[config.mk]
export PLATFORM = sky130hd
export DESIGN_NAME = multicycle_controller
export DESIGN_NICKNAME = d
export VERILOG_FILES = /design/src/rtl/multicycle_controller.sv
export SDC_FILE = /design/constraint.sdc
export NUM_CORES = 1
export LEC_CHECK = 0
export ABC_CLOCK_PERIOD_IN_PS = 1700
export CAP_MARGIN = 20
export CORE_AREA = 2 2 44 62
export DETAILED_ROUTE_END_ITERATION = 12
export DIE_AREA = 0 0 46 64
export SLEW_MARGIN = 25
export SYNTH_ARGS = -nofsm -noshare
export SYNTH_HDL_FRONTEND = slang
export SYNTH_SLANG_ARGS = --single-unit
[constraint.sdc]
create_clock -name clk -period 1.7 [get_ports clk]
set_input_delay 0.34 -clock clk [delete_from_list [all_inputs] [get_ports clk]]
set_output_delay 0.34 -clock clk [all_outputs]
set_load 0.005 [all_outputs]
[src/rtl/multicycle_controller.sv]
// Control FSM for the multi-cycle RV32I core: sequences the shared ALU, the unified
// memory port and the register file, one state per datapath cycle.
module multicycle_controller (
    input  logic       clk,
    input  logic       reset,
    input  logic [6:0] op,
    input  logic [2:0] funct3,
    input  logic       Zero,
    input  logic       ALUR31,
    input  logic       mem_ready,
    output logic       PCWrite,
    output logic       AdrSrc,
    output logic       MemWrite,
    output logic       IRWrite,
    output logic       RegWrite,
    output logic [1:0] ResultSrc,
    output logic [1:0] ALUSrcA,
    output logic [1:0] ALUSrcB,
    output logic [1:0] ALUOp,
    output logic [2:0] ImmSrc,
    output logic       instr_done,
    output logic       illegal_instr
);

    localparam logic [6:0] OP_LOAD   = 7'b0000011;
    localparam logic [6:0] OP_STORE  = 7'b0100011;
    localparam logic [6:0] OP_R      = 7'b0110011;
    localparam logic [6:0] OP_I      = 7'b0010011;
    localparam logic [6:0] OP_BRANCH = 7'b1100011;
    localparam logic [6:0] OP_JAL    = 7'b1101111;
    localparam logic [6:0] OP_JALR   = 7'b1100111;
    localparam logic [6:0] OP_LUI    = 7'b0110111;
    localparam logic [6:0] OP_AUIPC  = 7'b0010111;

    typedef enum logic [3:0] {
        S_FETCH, S_DECODE, S_MEMADR, S_MEMREAD, S_MEMWB, S_MEMWRITE,
        S_EXECR, S_EXECI, S_AUIPC, S_ALUWB, S_LUI, S_JAL, S_JALR,
        S_JALRWB, S_BRANCH, S_TRAP
    } state_t;

    state_t state_q, state_d;
    logic   taken;

    always_ff @(posedge clk) begin
        if (reset) begin
            state_q <= S_FETCH;
        end else begin
            state_q <= state_d;
        end
    end

    // funct3[2] picks the less-than flag over Zero; funct3[0] inverts the sense.
    always_comb begin
        taken = funct3[2] ? (ALUR31 ^ funct3[0]) : (Zero ^ funct3[0]);
    end

    always_comb begin
        state_d       = state_q;
        PCWrite       = 1'b0;
        AdrSrc        = 1'b0;
        MemWrite      = 1'b0;
        IRWrite       = 1'b0;
        RegWrite      = 1'b0;
        ResultSrc     = 2'b00;
        ALUSrcA       = 2'b00;
        ALUSrcB       = 2'b00;
        ALUOp         = 2'b00;
        ImmSrc        = 3'b000;
        instr_done    = 1'b0;
        illegal_instr = 1'b0;

        case (state_q)
            S_FETCH: begin
                ALUSrcB   = 2'b10;
                ResultSrc = 2'b10;
                IRWrite   = mem_ready;
                PCWrite   = mem_ready;
                if (mem_ready) state_d = S_DECODE;
            end
            S_DECODE: begin
                ALUSrcA = 2'b01;
                ALUSrcB = 2'b01;
                ImmSrc  = (op == OP_JAL) ? 3'b011 : 3'b010;
                case (op)
                    OP_LOAD, OP_STORE: state_d = S_MEMADR;
                    OP_R:              state_d = S_EXECR;
                    OP_I:              state_d = S_EXECI;
                    OP_BRANCH:         state_d = (funct3[2:1] == 2'b01) ? S_TRAP : S_BRANCH;
                    OP_JAL:            state_d = S_JAL;
                    OP_JALR:           state_d = S_JALR;
                    OP_LUI:            state_d = S_LUI;
                    OP_AUIPC:          state_d = S_AUIPC;
                    default:           state_d = S_TRAP;
                endcase
            end
            // op[5] is the only bit separating store from load.
            S_MEMADR: begin
                ALUSrcA = 2'b10;
                ALUSrcB = 2'b01;
                ImmSrc  = op[5] ? 3'b001 : 3'b000;
                state_d = op[5] ? S_MEMWRITE : S_MEMREAD;
            end
            S_MEMREAD: begin
                AdrSrc = 1'b1;
                if (mem_ready) state_d = S_MEMWB;
            end
            S_MEMWB: begin
                ResultSrc  = 2'b01;
                RegWrite   = 1'b1;
                instr_done = 1'b1;
                state_d    = S_FETCH;
            end
            S_MEMWRITE: begin
                AdrSrc     = 1'b1;
                MemWrite   = 1'b1;
                instr_done = mem_ready;
                if (mem_ready) state_d = S_FETCH;
            end
            S_EXECR: begin
                ALUSrcA = 2'b10;
                ALUOp   = 2'b10;
                state_d = S_ALUWB;
            end
            S_EXECI: begin
                ALUSrcA = 2'b10;
                ALUSrcB = 2'b01;
                ALUOp   = 2'b10;
                state_d = S_ALUWB;
            end
            S_AUIPC: begin
                ALUSrcA = 2'b01;
                ALUSrcB = 2'b01;
                ImmSrc  = 3'b100;
                state_d = S_ALUWB;
            end
            S_ALUWB: begin
                RegWrite   = 1'b1;
                instr_done = 1'b1;
                state_d    = S_FETCH;
            end
            S_LUI: begin
                ResultSrc  = 2'b11;
                ImmSrc     = 3'b100;
                RegWrite   = 1'b1;
                instr_done = 1'b1;
                state_d    = S_FETCH;
            end
            // Target was computed into ALUOut during DECODE; the link value goes through ALUWB.
            S_JAL: begin
                PCWrite = 1'b1;
                ALUSrcA = 2'b01;
                ALUSrcB = 2'b10;
                state_d = S_ALUWB;
            end
            S_JALR: begin
                ALUSrcA   = 2'b10;
                ALUSrcB   = 2'b01;
                ResultSrc = 2'b10;
                PCWrite   = 1'b1;
                state_d   = S_JALRWB;
            end
            S_JALRWB: begin
                ALUSrcA    = 2'b01;
                ALUSrcB    = 2'b10;
                ResultSrc  = 2'b10;
                RegWrite   = 1'b1;
                instr_done = 1'b1;
                state_d    = S_FETCH;
            end
            S_BRANCH: begin
                ALUSrcA    = 2'b10;
                ALUOp      = 2'b01;
                PCWrite    = taken;
                instr_done = 1'b1;
                state_d    = S_FETCH;
            end
            S_TRAP: begin
                illegal_instr = 1'b1;
            end
            default: begin
                state_d = S_FETCH;
            end
        endcase

        if (reset) begin
            PCWrite    = 1'b0;
            MemWrite   = 1'b0;
            IRWrite    = 1'b0;
            RegWrite   = 1'b0;
            instr_done = 1'b0;
        end
    end

endmodule
==> results.toml, run 1 <==
[floorplanning]
core.rowCount = 21
io_pins = 33
area_enclosed_by_the_die_boundary_mm2 = 0.002944
placeableCoreArea_mm2 = 0.002365
die_w_um = 46
start_util_pct = 33.44
die_height_um = 64

[sta]
post-route-worst-setup-slack_ns = -0.1287
hold_slack_ns = 0.6626
fin_skew_ns = 0.005351
min_period_ns = 1.829
worstMarginPinSlew_ns = 0.3272
final_hold_viol_count = 0
slew_headroom_pct = 77.91
setup_total_negative_slack_ns = -0.6766
unrepaired_setup_endpoints_after_global_routing = "true"
timing.final.crit_share_pct = 107.6
setup_viol = 12
fmax_ghz = 0.5469
finalMaxSlewViolations = 0

[synthesis]
yosys-top-cells-area = "sky130_fd_sc_hd__dfxtp_1 10%, sky130_fd_sc_hd__o21ai_0 6.3%, sky130_fd_sc_hd__a21oi_1 5.7%"
seq_area_frac_synth_pct = 10.13
netlist_instances = 118
synth-edff-count = 0
yosys.area.top_type = "sky130_fd_sc_hd__dfxtp_1"
synthDistinctLibCells = 44
syn_avg_cell_area_um2 = 6.701
post_synthesis_cell_area_um2 = 790.8
synth_top_area_share_pct = 10.13
synth_seq_cells = 4
synth_nets = 133
synth-warning-count = 0
proportion_of_register_bits_with_asynchronous_set_or_reset_after_synthesis_pct = 0
synth-main-ff-cell = "sky130_fd_sc_hd__dfxtp_1"

[clock_network]
clkSlewWorstSetupHoldPaths_ns = 0.04
clock_tree.root_cell = "sky130_fd_sc_hd__clkbuf_4"
numClockSinks = 4
cts_max_path_buffers = 2
holdBufCountCts = 0
cts_htree_levels = 1
cts-buffers-inserted = 3
insertion_delay_ns = 0.24
clock_tree_from_tritoncts = "done"

[worst_setup_path]
arrival_ns = 1.49
worst_setup_sp_type = "flop"
worst-setup-path-type = "reg2out"
timing.critical_path.fanout_max = 6
timing.critical_path.to_type = "primary output"
cp.required_ns = 1.36

[pwr]
power.share.switching_pct = 43.13
power_switching_w = 0.001289
ir_drop_v = 0.0008034
pwr_cell_area_mw_per_mm2 = 1743
power.internal_w = 0.001700
combinationalPowerShare_pct = 87.7
cellLeakagePower_nw = 0.8556
power_frac_seq_pct = 8.1
clockPowerShare_pct = 4.2

[layout]
drive_gt1_share_pct = 53.47
syn_to_final_growth_pct = 116.9
largest_register_ffs = 4
fillerInstances = 185
layout.cells.most_common = "sky130_fd_sc_hd__buf_4"
antenna-diode-count = 0
mostFrequentLayoutCells = "40 x sky130_fd_sc_hd__buf_4, 18 x sky130_fd_sc_hd__buf_6, 10 x sky130_fd_sc_hd__buf_2"
max_flop_register = "state_q"
layout.nets = 219
layout_top_registers = "state_q: 4 flops"
fin_cells = 225

[grt]
grt_pass1_vias = 1275
grt_first_pass_wirelength_um = 5526
grt.overflow.total = 0
antenna_found_initial = 0
grt_usage_pct = 24.84
grt_max_degree = 16

[drt]
routedWlPerCell_um = 15.60
drt_pre_antenna_iters = 4
vias_per_instance = 5.662
number_of_drc_violations_after_detailed_routing = 0
vias = 1274
drt-initial-drc-count = 42
wl_um = 3510
antenna_left = 0

[place]
placed_cells_incl_taps = 205
quantity_of_i_o_buffers_inserted_on_ports = 32
globalplace.congestion = 0.8473
dp_hpwl_um = 2165

[run]
timing.max_cap.violations = 0

[status]
failed_checks = "negative setup slack"
status = "finished, violations left"

[min_path]
type_of_the_worst_min_delay_path = "in2reg"
what timing repair did:
action / in CTS / in global routing
hold endpoints to repair: 0 / 0
setup endpoints to repair: 18 / 16
gates resized for setup: 101 / 31
pin swaps: 17 / 14
setup buffers: 16 / 3
kinds of logic (layout without fill, tap and decap cells):
group,after synthesis,after routing,share of synthesized area [%]
AO/OA/AOI/OAI,41,41,36.87
XOR/XNOR,3,3,3.323
AND/OR/NAND/NOR,52,52,36.71
multiplexers,2,2,2.532
flip-flops,4,4,10.13
buffers and inverters,16,100,10.44
synthesized netlist by cell type, types with 2 or more instances:
master                     instances
sky130_fd_sc_hd__nor2_1           12
sky130_fd_sc_hd__o21ai_0          10
sky130_fd_sc_hd__a21oi_1           9
sky130_fd_sc_hd__nand2_1           7
sky130_fd_sc_hd__inv_1             6
sky130_fd_sc_hd__buf_4             5
sky130_fd_sc_hd__nor2b_1           5
sky130_fd_sc_hd__nor3_1            5
sky130_fd_sc_hd__and3_1            4
sky130_fd_sc_hd__dfxtp_1           4
sky130_fd_sc_hd__buf_2             3
sky130_fd_sc_hd__nand2b_1          3
sky130_fd_sc_hd__nand3b_1          3
sky130_fd_sc_hd__o22ai_1           3
sky130_fd_sc_hd__xor2_1            3
sky130_fd_sc_hd__a21boi_0          2
sky130_fd_sc_hd__and2_1            2
sky130_fd_sc_hd__clkbuf_1          2
sky130_fd_sc_hd__mux2i_1           2
sky130_fd_sc_hd__nor3b_1           2
sky130_fd_sc_hd__o21a_1            2
sky130_fd_sc_hd__or2_2             2
through the flow:
stage	setup slack, ns	cell area (um2)	power [W]	util (%)
finish	-0.1287	1715	0.002990	72.54
global route	-0.1624	1715	0.003168	72.54
global placement	-0.6010	1408	0.002113	59.52
CTS	-0.2332	1637	0.002735	69.21
floorplan	0.2348	790.8	0.001134	-
detailed placement	-0.6048	1408	0.002133	59.52
critical path: stages, from the launching register on:
cell	delay (ns)
sky130_fd_sc_hd__dfxtp_4	0.36
sky130_fd_sc_hd__buf_6	0.14
sky130_fd_sc_hd__buf_6	0.13
sky130_fd_sc_hd__buf_6	0.12
sky130_fd_sc_hd__nand2b_4	0.15
sky130_fd_sc_hd__o31ai_4	0.19
sky130_fd_sc_hd__buf_2	0.17
cell type report:
type                    count  area, um2  share of cell area [%]
clock buffers               3      22.52                   1.313
inverters                   6      22.52                   1.313
multi-input cells          98      767.0                   44.71
flip-flops and latches      4      91.34                   5.325
well taps                  23      28.78                   1.678
repair buffers             91      783.3                   45.66
metal layers:
| layer | vias to the layer above | track usage, % | routed length (um) |
|---|---|---|---|
| met5 | - | 0 | 0 |
| met2 | 51 | 48.26 | 2013 |
| met1 | 607 | 25.82 | 1209 |
| met4 | 0 | 6.429 | 121 |
| met3 | 12 | 2.825 | 166 |
| li1 | 604 | - | - |
power groups by stage:
| stage | logic [W] | clock network [W] | registers (W) |
|---|---|---|---|
| 2_1_floorplan | 0.000967 | 0 | 0.000167 |
| 3_3_place_gp | 0.00189 | 0 | 0.000225 |
| 3_5_place_dp | 0.00191 | 0 | 0.000224 |
| 4_1_cts | 0.00237 | 0.000126 | 0.000236 |
| 5_1_grt | 0.00279 | 0.000133 | 0.000249 |
| 6_report | 0.00262 | 0.000125 | 0.000242 |
path summary, 6_finish.rpt:
kind	to	slack, ns	startpoint	depth (start not counted)
setup / recovery	ALUSrcA[0]	-0.13	state_q[2]	6
hold / removal	state_q[1]	0.66	op[6]	5
setup reg to reg	state_q[2]	0.10	state_q[3]	7
hold reg to reg	state_q[2]	0.71	state_q[2]	3
No activity file was read; power rests on OpenSTA's default activity.
==> inputs of run 2 (changes only) <==
CORE_AREA = 2 2 40 57   (was 2 2 44 62)
DIE_AREA = 0 0 42 59   (was 0 0 46 64)
PLACE_DENSITY = 0.76   (was not set)
==> results.toml, run 2 (synthesized netlist as in run 1, its figures left out) <==
[status]
status = "finished, violations left"
failed_checks = "negative setup slack"

[sta]
post-route-worst-setup-slack_ns = -0.2331
slew_headroom_pct = 79.05
fin_skew_ns = 0.008999
setup_viol = 11
fmax_ghz = 0.5173
unrepaired_setup_endpoints_after_global_routing = "true"
timing.final.crit_share_pct = 113.7
min_period_ns = 1.933
worstMarginPinSlew_ns = 0.3136
finalMaxSlewViolations = 0
final_hold_viol_count = 0

[drt]
routedWlPerCell_um = 18.60
met1_wl_um = 1529
drt-initial-drc-count = 68
antenna_left = 0
wl_um = 4316
vias = 1374
number_of_drc_violations_after_detailed_routing = 0
met2RoutedLength_um = 2338
vias_per_instance = 5.922
dr.max_layer_used = "met4"
route.met3.wl_um = 275
drt_pre_antenna_iters = 4

[clock_network]
clkSlewWorstSetupHoldPaths_ns = 0.05
cts_max_path_buffers = 2
cts-buffers-inserted = 3
clock_tree_from_tritoncts = "done"
cts_htree_levels = 1
insertion_delay_ns = 0.25
clock_tree.root_cell = "sky130_fd_sc_hd__clkbuf_4"
numClockSinks = 4

[layout]
utilization_pct = 89.34
syn_to_final_growth_pct = 117.6
antenna-diode-count = 0
max_flop_register = "state_q"
layout_top_registers = "state_q: 4 flops"
drive_gt1_share_pct = 58.77
layout.cells.most_common = "sky130_fd_sc_hd__buf_4"
fin_cells = 232
mostFrequentLayoutCells = "50 x sky130_fd_sc_hd__buf_4, 17 x sky130_fd_sc_hd__buf_6, 11 x sky130_fd_sc_hd__dlygate4sd2_1, 11 x sky130_fd_sc_hd__buf_2, 8 x sky130_fd_sc_hd__nor2_1"
fillerInstances = 94
largest_register_ffs = 4
layout.nets = 228

[min_path]
hold-path-endpoint = "state_q[0]"
type_of_the_worst_min_delay_path = "in2reg"
startpoint_of_the_most_critical_hold_path = "funct3[2]"
min_path_cells = 4

[worst_setup_path]
worst-setup-path-type = "reg2out"
reg2regPathDepth = 7
critical_path_cell_list = "buf_8, a21o_1, mux2i_1, o22ai_1, and2_1, clkbuf_2"
worst_setup_sp_type = "flop"
worst-r2r-setup-slack_ns = 0.04
worst_path_largest_cell_delay_ns = 0.37
number_of_buffer_and_inverter_stages_on_the_critical_path = 2
cpMaxStageDelayCell = "sky130_fd_sc_hd__dfxtp_4"
worst_r2r_start = "state_q[3]"
arrival_ns = 1.59
timing.critical_path.fanout_max = 7
timing.critical_path.to_type = "primary output"
ff_to_ff_end = "state_q[0]"
cp.required_ns = 1.36
worst_path_dominant_cell_family = "flip-flops"

[floorplanning]
die_w_um = 42
die_height_um = 59
placeableCoreArea_mm2 = 0.001926
start_util_pct = 41.07
io_pins = 33
core.rowCount = 19
area_enclosed_by_the_die_boundary_mm2 = 0.002478

[place]
placed_cells_incl_taps = 205
pre_cts_slack_ns = -0.6528
dp_hpwl_um = 2406
quantity_of_i_o_buffers_inserted_on_ports = 32
globalplace.congestion = 0.8944

[run]
timing.max_cap.violations = 0

[pwr]
cellLeakagePower_nw = 0.8532
pwr_cell_area_mw_per_mm2 = 1893
ir_drop_v = 0.001176
total_power_w = 0.003257

[grt]
grt_first_pass_wirelength_um = 6154
grt_pass1_vias = 1338
grt_usage_pct = 31.91
grt.overflow.total = 0
grt_max_degree = 25
antenna_found_initial = 0
[run 2: cell types whose count changed in the layout (fill, tap and decap cells not counted), sizes merged]
cell and delta:
clkdlybuf4s15 -3, dlymetal6s2s -4, buf +10, dlygate4sd2 +3, clkbuf +3
[run 2: worst min-delay path: stages]
cell and delay (ns):
sky130_fd_sc_hd__clkbuf_2 0.11, sky130_fd_sc_hd__nor3b_1 0.05, sky130_fd_sc_hd__o21ai_1 0.19, sky130_fd_sc_hd__a311oi_2 0.12
[run 2: layer usage]
metal / global-route usage [%] / vias to the layer above
met2: 61.38 / 86
met3: 2.744 / 17
li1: - / 627
met4: 11.98 / 0
met1: 35.89 / 644
met5: 0 / -
[run 2: cell type report]
class                      count  area [um2]  area share, %
clock buffer                   3       22.52          1.309
multi-input combinational     98       744.5          43.27
tap                           21       26.28          1.527
timing repair buffer         100       813.3          47.27
inverter                       6       22.52          1.309
sequential                     4       91.34          5.309
[run 2: power breakdown]
part           total, W  leakage [nW]  switching [W]  internal [W]
logic           0.00290         0.804        0.00129       0.00161
registers      0.000229        0.0351      0.0000733      0.000156
clock network  0.000132        0.0138      0.0000524     0.0000799
total           0.00326         0.853        0.00141       0.00185
[run 2: what timing repair did]
| action | 4_1_cts | 5_1_grt |
|---|---|---|
| setup endpoints to repair | 18 | 18 |
| hold buffers | 0 | 0 |
| pin swaps | 19 | 9 |
| gates cloned | 0 | 0 |
| gates resized for setup | 103 | 32 |
| buffers inserted | 17 | 8 |
[run 2: how the worst max path moves through the flow]
stage,start,end,slack [ns],cells past startpoint
5_1_grt,state_q[3],ALUSrcA[0],-0.24,7
4_1_cts,state_q[3],instr_done,-0.14,6
3_5_place_dp,funct3[2],PCWrite,-0.65,6
2_1_floorplan,state_q[3],RegWrite,0.23,6
6_report,state_q[3],instr_done,-0.23,6
3_3_place_gp,funct3[2],PCWrite,-0.60,6
[run 2: through the flow]
| step | hold WS (ns) | cell area, um2 | TNS (ns) |
|---|---|---|---|
| 6_report | 0.6105 | 1720 | -1.403 |
| 5_1_grt | 0.6540 | 1720 | -1.700 |
| 4_1_cts | 0.6533 | 1637 | -0.8732 |
| 3_5_place_dp | 0.6934 | 1420 | -4.561 |
| 3_3_place_gp | 0.6730 | 1420 | -4.464 |
| 2_1_floorplan | 0.4079 | 790.8 | 0 |
==> inputs of run 3 (changes only) <==
ABC_AREA = 1   (was not set)
CORE_AREA = 2 2 44 46   (was 2 2 40 57)
DIE_AREA = 0 0 46 48   (was 0 0 42 59)
==> results.toml, run 3 <==
[status]
status = "finished, violations left"
failed_checks = "negative setup slack"

[layout]
utilization_pct = 94.52
drive_gt1_share_pct = 55.30
max_flop_register = "state_q"
syn_to_final_growth_pct = 148.2
post-route-cell-area_mm2 = 0.001597
layout.nets = 234
layout.cells.most_common = "sky130_fd_sc_hd__buf_4"
largest_register_ffs = 4
mostFrequentLayoutCells = "41 x sky130_fd_sc_hd__buf_4, 24 x sky130_fd_sc_hd__nand2_1, 21 x sky130_fd_sc_hd__inv_1"
antenna-diode-count = 0
fillerInstances = 49
layout_top_registers = "state_q: 4 flops"

[sta]
hold_slack_ns = 0.6270
setup_viol = 14
post-route-worst-setup-slack_ns = -0.2080
fmax_ghz = 0.5241
timing.final.crit_share_pct = 112.2
worstMarginPinSlew_ns = 0.3708
finalMaxSlewViolations = 0
fin_skew_ns = 0.02211
min_period_ns = 1.908
unrepaired_setup_endpoints_after_global_routing = "true"
slew_headroom_pct = 75.02
final_hold_viol_count = 0

[clock_network]
insertion_delay_ns = 0.26
numClockSinks = 4
clkSlewWorstSetupHoldPaths_ns = 0.06
clock_tree.root_cell = "sky130_fd_sc_hd__clkbuf_4"
cts_htree_levels = 1
holdBufCountCts = 0
clock_tree_from_tritoncts = "done"
cts_max_path_buffers = 2
cts-buffers-inserted = 3

[min_path]
type_of_the_worst_min_delay_path = "reg2reg"

[grt]
grt.overflow.total = 0
grt_max_degree = 7
grt_pass1_vias = 1203
grt_first_pass_wirelength_um = 4981
groute.layer.met1.usage_pct = 29.56
use_met2_pct = 63.06
antenna_found_initial = 0
grt.busiest_layer = "met2"
grt_usage_pct = 32.09
gr-usage-met3_pct = 6.792

[synthesis]
synth_nets = 145
post_synthesis_cell_area_um2 = 643.1
proportion_of_register_bits_with_asynchronous_set_or_reset_after_synthesis_pct = 0
synth-simple-area-share_pct = 47.47
synth-warning-count = 0
synth-edff-count = 0
syn_avg_cell_area_um2 = 4.947
synthDistinctLibCells = 21
synth-compound-area-share_pct = 19.84
netlist_instances = 130
seq_area_frac_synth_pct = 12.45
synthMuxAreaShare_pct = 1.556
yosys-top-cells-area = "sky130_fd_sc_hd__inv_1 18%, sky130_fd_sc_hd__nand2_1 17%, sky130_fd_sc_hd__nor2_1 13%"
yosys.area_share.xor_xnor_pct = 0
synth_top_area_share_pct = 17.51
synthAdderAreaFrac_pct = 0
yosys.area.top_type = "sky130_fd_sc_hd__inv_1"
synth-main-ff-cell = "sky130_fd_sc_hd__dfxtp_1"
synth_top_family_by_area = "simple AND/OR/NAND/NOR gates"
post-synth-top-count-cell = "sky130_fd_sc_hd__inv_1"
synth_seq_cells = 4
top_cell_types_by_occurrence_after_synthesis = "30 x sky130_fd_sc_hd__inv_1, 29 x sky130_fd_sc_hd__nand2_1, 23 x sky130_fd_sc_hd__nor2_1"

[pwr]
pwr_cell_area_mw_per_mm2 = 1691
cellLeakagePower_nw = 0.8820
ir_drop_v = 0.001262
power.share.switching_pct = 51.59
clockPowerShare_pct = 5.0
power_frac_seq_pct = 10.6
power.internal_w = 0.001307
combinationalPowerShare_pct = 84.4
power_switching_w = 0.001392

[drt]
antenna_left = 0
vias_per_instance = 6.432
wl_um = 4930
drt-initial-drc-count = 153
number_of_drc_violations_after_detailed_routing = 0
routedWlPerCell_um = 21.07
vias = 1505
drt_pre_antenna_iters = 7

[place]
pre_cts_slack_ns = -0.5574
globalplace.congestion = 0.9186
quantity_of_i_o_buffers_inserted_on_ports = 32
dp_hpwl_um = 2170
dpl-instance-area_mm2 = 0.001308

[worst_setup_path]
arrival_ns = 1.57
cpMaxStageDelayCell = "sky130_fd_sc_hd__dfxtp_4"
timing.critical_path.to_type = "primary output"
worst_path_dominant_cell_family = "simple AND/OR/NAND/NOR gates"
worst-setup-path-type = "reg2out"
cp.required_ns = 1.36
critical_path_cell_list = "nand2_4, buf_4, nor2_1, inv_1, nand3_2, nor2_4, nor2_2, buf_2"
number_of_buffer_and_inverter_stages_on_the_critical_path = 3
worst_path_largest_cell_delay_ns = 0.42
worst_setup_sp_type = "flop"
timing.critical_path.fanout_max = 4

[floorplanning]
start_util_pct = 38.07
placeableCoreArea_mm2 = 0.001689
die_height_um = 48
io_pins = 33
area_enclosed_by_the_die_boundary_mm2 = 0.002208
die_w_um = 46
core.rowCount = 15

[run]
timing.max_cap.violations = 0
## run 3: final cells by class
cell class                      instances  area, um2  share of cell area [%]
Multi-Input combinational cell         94      625.6                   39.18
Tap cell                               17      21.27                   1.332
Clock buffer                            3      22.52                   1.411
Timing Repair Buffer                   84      696.9                   43.65
Inverter                               32      135.1                   8.464
Sequential cell                         4      95.09                   5.956
## run 3: metal layers
| metal | share of wire (%) | vias to the layer above |
|---|---|---|
| met4 | 10 | 0 |
| met3 | 13 | 81 |
| met1 | 32 | 631 |
| met2 | 45 | 202 |
| li1 | - | 591 |
| met5 | 0 | - |
## run 3: stage by stage
stage	std cells	setup TNS, ns	power, W
after global placement	222	-2.932	0.001679
after detailed placement	222	-3.322	0.001709
final	234	-1.150	0.002699
after global routing	234	-1.957	0.002773
after CTS	229	-0.08296	0.002085
after floorplan	130	0	0.0007843
## run 3: path summary, 6_finish.rpt
check | startpoint | to | slack [ns] | depth (start not counted)
setup / recovery | state_q[2] | PCWrite | -0.21 | 8
hold / removal | state_q[1] | state_q[1] | 0.63 | 2
setup reg to reg | state_q[2] | state_q[0] | 0 | 12
hold reg to reg | state_q[1] | state_q[1] | 0.63 | 2
## run 3: worst register-to-register path, delay by kind of cell, from the launching register on
kind | cells | cell delay [ns]
buffers and inverters | 4 | 0.42
AOI/OAI and AO/OA | 2 | 0.22
and+or+nand+nor | 6 | 0.53
DFF | 1 | 0.39
## run 3: timing repair
action | 4_1_cts | 5_1_grt
endpoints found under the setup margin | 18 | 17
gates resized for setup | 106 | 42
setup buffers | 4 | 8
pin swaps | 7 | 19
## run 3: power groups by stage
stage / logic [W] / clock network, W / registers, W
after CTS: 0.00172 / 0.000124 / 0.000243
after global placement: 0.00148 / 0 / 0.000197
final: 0.00228 / 0.000136 / 0.000286
after floorplan: 0.000602 / 0 / 0.000182
after detailed placement: 0.00151 / 0 / 0.000197
after global routing: 0.00234 / 0.000154 / 0.000283
## run 3: logic make-up (layout without fill, tap and decap cells)
kind of cell,Yosys count,in the layout
compound gates,22,22
buf+inv,32,119
flops,4,4
mux,1,1
simple gates,71,71
